===== src/rtl/pm_loader_pkg.sv =====
// Shared types and constants for the program-memory loader.
package pm_loader_pkg;

  localparam logic [7:0] SyncByteDefault = 8'hA5;
  // One extra bit so a length byte of 0 can represent 256.
  localparam int unsigned LenWidth = 9;

  typedef enum logic [2:0] {
    StIdle,
    StSync,
    StLen,
    StData,
    StCsum,
    StDone,
    StErr
  } state_e;

endpackage


===== src/rtl/pm_loader_csum.sv =====
// Running XOR over the data bytes of a load frame.
module pm_loader_csum (
  input  logic       clk,
  input  logic       reset,
  input  logic       clear,
  input  logic       enable,
  input  logic [7:0] data,
  output logic [7:0] csum
);

  logic [7:0] acc_q;

  always_ff @(posedge clk or negedge reset) begin
    if (!reset) begin
      acc_q <= '0;
    end else if (clear) begin
      acc_q <= '0;
    end else if (enable) begin
      acc_q <= acc_q ^ data;
    end
  end

  assign csum = acc_q;

endmodule


===== src/rtl/pm_loader.sv =====
// Streams a SYNC/length/data[/checksum] frame into program memory while holding the core in reset.
// Define PM_LOADER_CSUM_EN to require and verify a trailing XOR checksum byte.
module pm_loader
  import pm_loader_pkg::*;
#(
  parameter logic [7:0] SYNC_BYTE = SyncByteDefault
) (
  input  logic       clk,
  input  logic       reset,
  input  logic       start,
  input  logic [7:0] rx_data,
  input  logic       rx_valid,
  output logic       rx_ready,
  output logic [7:0] pm_address,
  output logic [7:0] pm_data,
  output logic       pm_wren,
  output logic       micro_reset,
  output logic       busy,
  output logic       done,
  output logic       error
);

  state_e              state_q, state_d;
  logic [LenWidth-1:0] cnt_q, cnt_d;
  logic [LenWidth-1:0] len_q, len_d;
  logic [7:0]          addr_q, addr_d;
  logic [7:0]          data_q, data_d;
  logic                wren_d;
  logic                mr_q, mr_d;
  logic                done_q, done_d;
  logic                xfer;

`ifdef PM_LOADER_CSUM_EN
  logic       err_q, err_d;
  logic       csum_clear, csum_en;
  logic [7:0] csum;

  pm_loader_csum u_csum (
    .clk    (clk),
    .reset  (reset),
    .clear  (csum_clear),
    .enable (csum_en),
    .data   (rx_data),
    .csum   (csum)
  );
`endif

  assign xfer = rx_valid && rx_ready;

  always_comb begin
    state_d  = state_q;
    cnt_d    = cnt_q;
    len_d    = len_q;
    addr_d   = addr_q;
    data_d   = data_q;
    wren_d   = 1'b0;
    mr_d     = mr_q;
    done_d   = done_q;
    rx_ready = 1'b0;
    busy     = 1'b0;
`ifdef PM_LOADER_CSUM_EN
    err_d      = err_q;
    csum_clear = 1'b0;
    csum_en    = 1'b0;
`endif
    case (state_q)
      StIdle, StDone, StErr: begin
        if (start) begin
          state_d = StSync;
          cnt_d   = '0;
          mr_d    = 1'b1;
          done_d  = 1'b0;
`ifdef PM_LOADER_CSUM_EN
          err_d      = 1'b0;
          csum_clear = 1'b1;
`endif
        end
      end
      StSync: begin
        rx_ready = 1'b1;
        busy     = 1'b1;
        if (xfer && (rx_data == SYNC_BYTE)) state_d = StLen;
      end
      StLen: begin
        rx_ready = 1'b1;
        busy     = 1'b1;
        if (xfer) begin
          len_d   = {(rx_data == 8'h00), rx_data};
          state_d = StData;
        end
      end
      StData: begin
        rx_ready = 1'b1;
        busy     = 1'b1;
        if (xfer) begin
          wren_d = 1'b1;
          data_d = rx_data;
          addr_d = cnt_q[7:0];
          cnt_d  = cnt_q + 1'b1;
`ifdef PM_LOADER_CSUM_EN
          csum_en = 1'b1;
          if (cnt_d == len_q) state_d = StCsum;
`else
          if (cnt_d == len_q) begin
            state_d = StDone;
            mr_d    = 1'b0;
            done_d  = 1'b1;
          end
`endif
        end
      end
`ifdef PM_LOADER_CSUM_EN
      StCsum: begin
        rx_ready = 1'b1;
        busy     = 1'b1;
        if (xfer) begin
          if (rx_data == csum) begin
            state_d = StDone;
            mr_d    = 1'b0;
            done_d  = 1'b1;
          end else begin
            state_d = StErr;
            err_d   = 1'b1;
          end
        end
      end
`endif
      default: state_d = StIdle;
    endcase
  end

  always_ff @(posedge clk or negedge reset) begin
    if (!reset) begin
      state_q <= StIdle;
      cnt_q   <= '0;
      len_q   <= '0;
      addr_q  <= '0;
      data_q  <= '0;
      pm_wren <= 1'b0;
      mr_q    <= 1'b0;
      done_q  <= 1'b0;
    end else begin
      state_q <= state_d;
      cnt_q   <= cnt_d;
      len_q   <= len_d;
      addr_q  <= addr_d;
      data_q  <= data_d;
      pm_wren <= wren_d;
      mr_q    <= mr_d;
      done_q  <= done_d;
    end
  end

`ifdef PM_LOADER_CSUM_EN
  always_ff @(posedge clk or negedge reset) begin
    if (!reset) err_q <= 1'b0;
    else        err_q <= err_d;
  end
  assign error = err_q;
`else
  assign error = 1'b0;
`endif

  assign pm_address  = addr_q;
  assign pm_data     = data_q;
  assign micro_reset = mr_q;
  assign done        = done_q;

endmodule


===== config.mk =====
export PLATFORM = sky130hd
export DESIGN_NAME = pm_loader
export DESIGN_NICKNAME = d
export VERILOG_FILES = /design/src/rtl/pm_loader_pkg.sv /design/src/rtl/pm_loader_csum.sv /design/src/rtl/pm_loader.sv
export SDC_FILE = /design/constraint.sdc
export NUM_CORES = 1
export LEC_CHECK = 0
export CORE_UTILIZATION = 28
export CTS_CLUSTER_DIAMETER = 120
export DETAILED_ROUTE_END_ITERATION = 8
export GPL_ROUTABILITY_DRIVEN = 0
export PLACE_DENSITY = 0.47
export SLEW_MARGIN = 0
export SYNTH_ARGS = -nofsm -noshare
export SYNTH_HDL_FRONTEND = slang
export SYNTH_HIERARCHICAL = 1
export SYNTH_SLANG_ARGS = --single-unit

===== constraint.sdc =====
create_clock -name clk -period 4.9 [get_ports clk]
set_input_delay 0.49 -clock clk [delete_from_list [all_inputs] [get_ports clk]]
set_output_delay 0.49 -clock clk [all_outputs]
set_load 0.005 [all_outputs]

==> metrics <==
wirelength, routed 4720 um; Worst-path clk slew 0.08 ns; leakage power 1.08 nW; post-synth top area share 48.2%; Initial DRT Pass Iterations 4; routed via count 1616; port bufs 32; Async S/R FF share, synth 100%; area grow syn2layout 22.7%; M2 GR Usage 21.8%; drt wl/cell 14.0 um; vias in the first global route 1556; #FFs+latches synth 40; Critical Path RT 5.08 ns; hold_ws 0.336 ns; CTS tree yes; syn nets 224; Worst-Skew Late Latency 0.29 ns; CP Capture Type register; post-synthesis cell area 0.00208 mm2; Die Width 88.1 um; Slew Viols, Final 0; Worst Path Arrival 2.60 ns; largest net degree at the start of global routing 41; share of cells above drive strength 1 13.4%; crit-path max FO 8; Via-to-Cell Ratio 4.78; post-CTS setup buffers 0; row count 31; unrepaired setup endpoints after global routing no; Top Ports 34; Seq/Total Area, Yosys 48.2%; fin crit share 49.5%; crit-path cells ha_1, nand2_1, or3_1, a211oi_2, o211ai_2, o32a_1; total of max-cap violations 0; CP peak stage delay 0.53 ns; cell family with most CP delay compound AO/OA/AOI/OAI gates; ant diodes 0; worst-margin pin slew 0.943 ns; post_cts resized 0; met3 Usage GRT 3.58%; Peak Freq 412 MHz; warnings from Yosys 6; main area contributors after synthesis dfrtp_1 48%, nand2_1 11%, mux2_2 4.3%, o21ai_0 3.4%, xnor2_1 3.4%; Initial DRC Count 90; peak supply drop 0.263 mV; commonest cells after routing, fill and taps aside 59 x nand2_1, 40 x dfrtp_1, 31 x clkdlybuf4s50_1; DPL Wire Length 3200 um; clk buf depth 2; initial antenna violation count 0; CP Launch Type register; final setup fails 0; Clock Root Buffer clkbuf_8; CTS Sinks 40; Netlist cell types 48; most common cell after layout, fill and taps aside nand2_1; fin crit period 2.43 ns; H-tree depth 2; Crit-path slowest cell dfrtp_1; first-pass GRT wire length 8090 um; hold buffers post-CTS 0; CORE AREA 0.00721 mm2; GRT Util Overall 13.8%; Syn Area/Cell 9.84 um2; final clock skew 0.00166 ns; Initial Util 28.8%; setup TNS 0 ns; Fin. Hold Viols 0; gr busiest metal met2; Power per Cell Area 541 mW/mm2; total grt overflow 0; Hold Crit Class in2async; critical path class reg2reg; ys flop type dfrtp_1; largest area contributor in the netlist dfrtp_1; Die Ht 88.1 um; Slew HR 37.2%; Layout Nets 251; status finished clean; Layout Utilization 35.3%; EDFF count, synth 0; Cells after Synth 211; post-route ant nets 0; Die Area 0.00777 mm2; met1 Use GR 18.6%; Bufs and invs on worst path 0; CTS buffer count 5; DRC 0
==> metal layers <==
metal  vias up  wire (um)
met3         2        212
met5         -          0
met2        37       2240
met1       793       2240
li1        784          -
met4         0         29
==> metrics by stage <==
step | area, um2 | total power, mW | setup slack, ns | instances
after floorplan | 2080 | 0.889 | 2.92 | 211
after global placement | 2420 | 1.09 | 2.27 | 330
after detailed placement | 2420 | 1.10 | 2.27 | 330
after CTS | 2550 | 1.40 | 2.45 | 338
after global routing | 2550 | 1.49 | 2.35 | 338
final | 2550 | 1.38 | 2.47 | 338
==> Yosys cell counts, types with 2 or more instances <==
cell,instances
xnor2_1,8
nor2_1,8
clkbuf_8,3
a21oi_1,5
nand4b_1,3
nand2_1,59
a211oi_2,2
o41ai_1,2
nand4_1,2
inv_1,5
a211oi_1,2
mux2_2,8
dfrtp_1,40
o32ai_1,2
xor2_1,2
buf_6,2
nand3_2,2
clkbuf_1,5
buf_4,2
o31ai_1,5
o21ai_0,14
nand3_1,4
==> worst paths after layout <==
| kind | startpoint | endpoint | slack [ns] | cells past startpoint |
|---|---|---|---|---|
| min in group clk | pm_address[5] | pm_address[5] | 0.48 | 2 |
| worst max-delay path | cnt_q[0] | micro_reset | 2.47 | 6 |
| worst min-delay path | reset | pm_address[7] | 0.34 | 1 |
| worst min register to register | pm_address[5] | pm_address[5] | 0.48 | 2 |
| max in group asynchronous | reset | pm_address[0] | 3.97 | 1 |
| worst max register to register | cnt_q[0] | micro_reset | 2.47 | 6 |
==> flip-flops by register name (all words and copies together) (netlist names) <==
| signal | count |
|---|---|
| done | 1 |
| pm_address | 8 |
| cnt_q | 9 |
| pm_wren | 1 |
| len_q | 9 |
| micro_reset | 1 |
| pm_data | 8 |
| state_q | 3 |
==> power breakdown <==
group | leakage, nW | switching (mW) | internal [mW]
sequential | 0.506 | 0.109 | 0.441
combinational | 0.507 | 0.252 | 0.276
clock | 0.0645 | 0.120 | 0.180
==> cell type report <==
class	instances	area, um2
Clock buffer	7	96.3
Clock inverter	1	30.0
Inverter	5	18.8
Multi-Input combinational cell	153	955
Timing Repair Buffer	33	323
Sequential cell	40	1000
Tap cell	99	124
Fill cell	769	4670
==> cells by family after synthesis <==
logic type | after synthesis | share of synthesized area, %
adder cells (fa/ha/maj) | 1 | 0.602
flip-flops | 40 | 48.2
XOR/XNOR | 11 | 5.30
buffers and inverters | 18 | 5.84
AND/OR/NAND/NOR | 91 | 21.6
multiplexers | 8 | 4.34
other | 1 | 0.181
AO/OA/AOI/OAI | 41 | 13.9
(Power assumes the default switching activity.)
